**config.mk**
```make
export PLATFORM = sky130hd
export DESIGN_NAME = interp_seq_multiplier
export DESIGN_NICKNAME = d
export VERILOG_FILES = /design/src/rtl/interp_seq_multiplier_pkg.sv /design/src/rtl/interp_seq_multiplier_mul_sat.sv /design/src/rtl/interp_seq_multiplier.sv
export SDC_FILE = /design/constraint.sdc
export NUM_CORES = 1
export LEC_CHECK = 0
export BUFFER_PORTS_ARGS = -buffer_cell sky130_fd_sc_hd__buf_2
export CORE_UTILIZATION = 50
export DETAILED_ROUTE_END_ITERATION = 10
export GPL_TIMING_DRIVEN = 0
export PLACE_DENSITY = 0.74
export SYNTH_ARGS = -nofsm -noshare
export SYNTH_HDL_FRONTEND = slang
export SYNTH_SLANG_ARGS = --single-unit
```
**constraint.sdc**
```tcl
create_clock -name clk -period 6.5 [get_ports clk]
set_clock_uncertainty 0.2 [all_clocks]
set_input_delay 0.325 -clock clk [delete_from_list [all_inputs] [get_ports clk]]
set_output_delay 0.325 -clock clk [all_outputs]
set_load 0.005 [all_outputs]
```
**src/rtl/interp_seq_multiplier_pkg.sv**
```systemverilog
// Shared fixed-point defaults and multiplier state codes for the interpolation datapath.
package interp_seq_multiplier_pkg;

  localparam int IMUL_WIDTH = 16;
  localparam int IMUL_FRAC  = 8;

  typedef enum logic [1:0] {
    IMUL_IDLE   = 2'd0,
    IMUL_RUN    = 2'd1,
    IMUL_FINISH = 2'd2
  } imul_state_e;

endpackage

```
**src/rtl/interp_seq_multiplier_mul_sat.sv**
```systemverilog
// Combinational saturation: unsigned magnitude plus sign -> clamped two's complement result.
// Shared with the divider, so it knows nothing about how the magnitude was produced.
module interp_seq_multiplier_mul_sat
  import interp_seq_multiplier_pkg::*;
#(
  parameter int WIDTH = IMUL_WIDTH
) (
  input  logic [2*WIDTH-1:0] mag_i,
  input  logic               sign_i,
  output logic [WIDTH-1:0]   product_o,
  output logic               overflow_o
);

  localparam logic [2*WIDTH-1:0] POS_MAX = {{(WIDTH+1){1'b0}}, {(WIDTH-1){1'b1}}};
  localparam logic [2*WIDTH-1:0] NEG_MAX = {{WIDTH{1'b0}}, 1'b1, {(WIDTH-1){1'b0}}};

  always_comb begin
    product_o  = mag_i[WIDTH-1:0];
    overflow_o = 1'b0;
    if (sign_i) begin
      // Magnitude of exactly 2^(WIDTH-1) negates cleanly to the most negative code.
      if (mag_i > NEG_MAX) begin
        product_o  = {1'b1, {(WIDTH-1){1'b0}}};
        overflow_o = 1'b1;
      end else begin
        product_o  = -mag_i[WIDTH-1:0];
      end
    end else if (mag_i > POS_MAX) begin
      product_o  = {1'b0, {(WIDTH-1){1'b1}}};
      overflow_o = 1'b1;
    end
  end

endmodule

```
**src/rtl/interp_seq_multiplier.sv**
```systemverilog
// Sequential signed fixed-point multiplier: radix-2 shift-add on magnitudes, WIDTH+1 cycles,
// saturated result and overflow held until the next completion.
module interp_seq_multiplier
  import interp_seq_multiplier_pkg::*;
#(
  parameter int WIDTH = IMUL_WIDTH,
  parameter int FRAC  = IMUL_FRAC
) (
  input  logic             clk,
  input  logic             rst,
  input  logic             start,
  input  logic [WIDTH-1:0] op_a,
  input  logic [WIDTH-1:0] op_b,
  output logic [WIDTH-1:0] product,
  output logic             done,
  output logic             overflow,
  output logic             busy
);

  localparam int CW = (WIDTH > 1) ? $clog2(WIDTH) : 1;
  localparam int AW = 2 * WIDTH;

  imul_state_e      state_q, state_d;
  logic [CW-1:0]    cnt_q, cnt_d;
  logic [WIDTH-1:0] ma_q, ma_d;
  logic [WIDTH-1:0] mb_q, mb_d;
  logic             sign_q, sign_d;
  logic [AW-1:0]    acc_q, acc_d;
  logic [WIDTH-1:0] product_q, product_d;
  logic             overflow_q, overflow_d;
  logic             done_q, done_d;

  logic [AW-1:0]    mag;
  logic [WIDTH-1:0] sat_product;
  logic             sat_overflow;

  assign mag = acc_q >> FRAC;

  interp_seq_multiplier_mul_sat #(
    .WIDTH (WIDTH)
  ) u_mul_sat (
    .mag_i      (mag),
    .sign_i     (sign_q),
    .product_o  (sat_product),
    .overflow_o (sat_overflow)
  );

  always_comb begin
    state_d    = state_q;
    cnt_d      = cnt_q;
    ma_d       = ma_q;
    mb_d       = mb_q;
    sign_d     = sign_q;
    acc_d      = acc_q;
    product_d  = product_q;
    overflow_d = overflow_q;
    done_d     = 1'b0;
    case (state_q)
      IMUL_IDLE: begin
        if (start) begin
          state_d = IMUL_RUN;
          // Unsigned WIDTH-bit magnitude so that |-2^(WIDTH-1)| still fits.
          ma_d    = op_a[WIDTH-1] ? -op_a : op_a;
          mb_d    = op_b[WIDTH-1] ? -op_b : op_b;
          sign_d  = op_a[WIDTH-1] ^ op_b[WIDTH-1];
          acc_d   = '0;
          cnt_d   = '0;
        end
      end
      IMUL_RUN: begin
        if (mb_q[cnt_q]) begin
          acc_d = acc_q + ({{WIDTH{1'b0}}, ma_q} << cnt_q);
        end
        if (cnt_q == CW'(WIDTH - 1)) begin
          cnt_d   = '0;
          state_d = IMUL_FINISH;
        end else begin
          cnt_d = cnt_q + CW'(1);
        end
      end
      IMUL_FINISH: begin
        product_d  = sat_product;
        overflow_d = sat_overflow;
        done_d     = 1'b1;
        state_d    = IMUL_IDLE;
      end
      default: state_d = IMUL_IDLE;
    endcase
  end

  always_ff @(posedge clk) begin
    if (rst) begin
      state_q    <= IMUL_IDLE;
      cnt_q      <= '0;
      ma_q       <= '0;
      mb_q       <= '0;
      sign_q     <= 1'b0;
      acc_q      <= '0;
      product_q  <= '0;
      overflow_q <= 1'b0;
      done_q     <= 1'b0;
    end else begin
      state_q    <= state_d;
      cnt_q      <= cnt_d;
      ma_q       <= ma_d;
      mb_q       <= mb_d;
      sign_q     <= sign_d;
      acc_q      <= acc_d;
      product_q  <= product_d;
      overflow_q <= overflow_d;
      done_q     <= done_d;
    end
  end

  assign product  = product_q;
  assign done     = done_q;
  assign overflow = overflow_q;
  assign busy     = (state_q != IMUL_IDLE) | done_q;

endmodule

```
==> impl_metrics.tcl <==
set metrics [dict create \
    status "finished clean" \
    viasPerCell 5.77 \
    ys.flop_type "dfxtp_1" \
    async_flop_share 0 \
    startpoint_type "flip-flop" \
    drv_cap 0 \
    cp_cell_sequence "clkbuf_1, clkbuf_1, clkbuf_1, mux4_2, nand2_1, o21ai_0, nor2_1, a21oi_1, ha_1, clkbuf_1, and3_1, a221o_1, a221o_1, a31oi_1, o41a_1, o221ai_1, xnor2_1, o21ai_1" \
    worstMarginPinSlew_ps 741 \
    final.setup.tns_ps 0 \
    htree_levels 3 \
    rsz0062_at_grt "no" \
    grt_usage 0.267 \
    synth_cell_types 64 \
    dp.cells 1117 \
    antenna_found_initial 0 \
    seqPwrFrac 0.418 \
    ios 54 \
    p_clk_frac 0.389 \
    netlist_area_um2 6740 \
    synth_edf_count 0 \
    start_util 0.511 \
    routed_wl_mm 18.2 \
    relSlewSlack 0.504 \
    postCtsSetupRepairBufs 0 \
    grt_pass1_wl_mm 29.9 \
    die_height_um 118 \
    nets 1023 \
    path_clk_slew_ps 70 \
    min_period_ps 5150 \
    rows 42 \
    clock.fmax_mhz 194 \
    crit_path_frequent_cell "clkbuf_1" \
    die_area_um2 14000 \
    yosysWarningCount 0 \
    p_leak_nw 2.97 \
    area_delta_synth_final_pct 11.6 \
    cp.arrival_ps 5170 \
    period_share 0.792 \
    ctsResizeCount 0 \
    cts_made_buffers 9 \
    synthCells 889 \
    num_vias 6542 \
    chipWidth_um 118 \
    clock_path_buffers 2 \
    finalWeightedCongestion 0.953 \
    path_max_fanout 10 \
    fin_cells 1133 \
    p_comb_frac 0.194 \
    grt_max_degree 17 \
    antenna_left 0 \
    n_antenna_cell 0 \
    cts_tree "built" \
    drt_iter0_drc 316 \
    port_buffers 52 \
    ys_ff_latch 89 \
    p_sw_w 0.000422 \
    cp-end-kind "flip-flop" \
    synth_fp_nets 960 \
    min_path_type "in -> reg" \
    syn_area_per_cell_um2 7.59 \
    layout_setup_ws_ps 1350 \
    grt_pass1_vias 6064 \
    dp_hpwl_mm 14.2 \
    holdBufCountCts 0 \
    p_int_w 0.000974 \
    swShare 0.302 \
    dp_slack_ps 1380 \
    finalSetupViolations 0 \
    cpPeakStageDelay_ps 460 \
    grt_overflow 0 \
    post_drt_wl_per_cell_um 16.0 \
    slowest_stage "clkbuf_1" \
    cts_root_buf "clkbuf_16" \
    ir_drop_mv 0.128 \
    hold_viol 0 \
    drc 0 \
    ys_seq_area_frac 0.264 \
    drive_above_1_share 0.116 \
    power_per_cell_area_nw_per_um2 185 \
    core_area_um2 13200 \
    slew_violations 0 \
    clock_sinks 89 \
    worstSkewPairLatency_ps 360 \
    critical_path_class "reg -> reg" \
    required_ps 6530 \
    dr.pass1.iters 5 \
]
==> metal layers <==
metal | up-vias | wire length [um] | GRT usage
met5 | - | 0 | 0
li1 | 3347 | - | -
met1 | 2963 | 8310 | 0.348
met2 | 191 | 8390 | 0.442
met4 | 0 | 525 | 0.107
met3 | 41 | 961 | 0.0425
==> path summary, 6_finish.rpt <==
| check | start | to | slack [ps] | depth (start not counted) |
|---|---|---|---|---|
| max | cnt_q[1] | acc_q[26] | 1350 | 18 |
| min | op_a[0] | ma_q[0] | 40 | 3 |
| max reg2reg | cnt_q[1] | acc_q[26] | 1350 | 18 |
| min reg2reg | mb_q[10] | mb_q[10] | 250 | 2 |
==> cells by family after synthesis <==
family                   Yosys count  share of synthesized area
adder cells (fa/ha/maj)           36                     0.0679
XOR/XNOR                          54                     0.0701
flip-flops                        89                      0.264
buffers and inverters             70                     0.0406
AND/OR/NAND/NOR                  339                      0.242
multiplexers                      34                     0.0690
AO/OA/AOI/OAI                    267                      0.246
==> stage by stage <==
step	total power (W)	hold slack, ps	area (um2)	utilization
2_1_floorplan	0.000783	229	6740	-
3_3_place_gp	0.000859	240	7220	0.548
3_5_place_dp	0.000862	246	7220	0.548
4_1_cts	0.00141	25.7	7530	0.571
5_1_grt	0.00146	55.4	7530	0.571
6_report	0.00140	44.3	7530	0.571
==> synth_stat cells, types with 6 or more instances <==
cell type  count  area (um2)
a211oi_1      43         323
nand2_1       96         360
mux2_2        10         113
o21ai_0       61         305
mux2i_1       15         150
a21o_1        14         105
nor2_1       106         398
clkbuf_1      45         169
o31ai_1       13        97.6
xnor2_1       19         166
a21oi_1       83         415
a31oi_1       10        62.6
nand3b_1       6        45.0
ha_1          35         438
nor3_1        34         170
nor4_1         7        43.8
xor2_1        35         307
nand3_1       21         105
or3_1          6        37.5
inv_1         18        67.6
mux4_2         9         203
dfxtp_1       89        1780
nand2b_1      11        68.8
and2_1         9        56.3
nor2b_1       10        62.6
==> critical path, delay by kind of cell (launching register included) <==
| family | cells | cell delay, ps |
|---|---|---|
| buffers and inverters | 4 | 1510 |
| adder cells (fa/ha/maj) | 1 | 300 |
| flip-flops | 1 | 340 |
| multiplexers | 1 | 400 |
| AO/OA/AOI/OAI | 8 | 1590 |
| AND/OR/NAND/NOR | 3 | 490 |
| XOR/XNOR | 1 | 180 |
==> state kept, by name, summed over array words and instances (netlist names) <==
signal,cells
overflow,1
mb_q,16
product,16
state_q,2
done,1
sign_q,1
cnt_q,4
acc_q,32
ma_q,16
==> layout by cell type, fill, tap and decap left out, types with 5 or more instances in the layout <==
| cell type | instances |
|---|---|
| nor4_1 | 7 |
| or3_1 | 6 |
| ha_1 | 35 |
| a31oi_1 | 10 |
| nand2_1 | 96 |
| and2_1 | 9 |
| nor2b_1 | 10 |
| clkbuf_16 | 9 |
| nand3_1 | 21 |
| dfxtp_1 | 89 |
| mux2_2 | 10 |
| mux2i_1 | 15 |
| mux4_2 | 9 |
| or2_2 | 5 |
| clkbuf_1 | 46 |
| a211oi_1 | 43 |
| nor3_1 | 34 |
| nand3b_1 | 6 |
| nand4_1 | 5 |
| xnor2_1 | 19 |
| nand2b_1 | 11 |
| a21oi_1 | 83 |
| buf_2 | 55 |
| o31ai_1 | 13 |
| a21o_1 | 14 |
| xor2_1 | 35 |
| o211ai_1 | 5 |
| nor2_1 | 106 |
| o21ai_0 | 61 |
| inv_1 | 18 |
==> area by class of cell <==
class	count	area (um2)
fillers	1320	5660
inverters	18	67.6
well taps	176	220
multi-input cells	730	4690
flip-flops and latches	89	1780
repair buffers	52	260
plain buffers	52	206
clock buffers	10	229
clock inverters	6	73.8
==> power groups by stage <==
| stage | clock network (W) | logic [W] | registers, W |
|---|---|---|---|
| final | 0.000542 | 0.000271 | 0.000583 |
| after global routing | 0.000577 | 0.000299 | 0.000586 |
| after CTS | 0.000555 | 0.000268 | 0.000583 |
| after detailed placement | 0 | 0.000267 | 0.000595 |
| after global placement | 0 | 0.000265 | 0.000595 |
| after floorplan | 0 | 0.000194 | 0.000589 |
No activity file was read; power rests on OpenSTA's default activity.
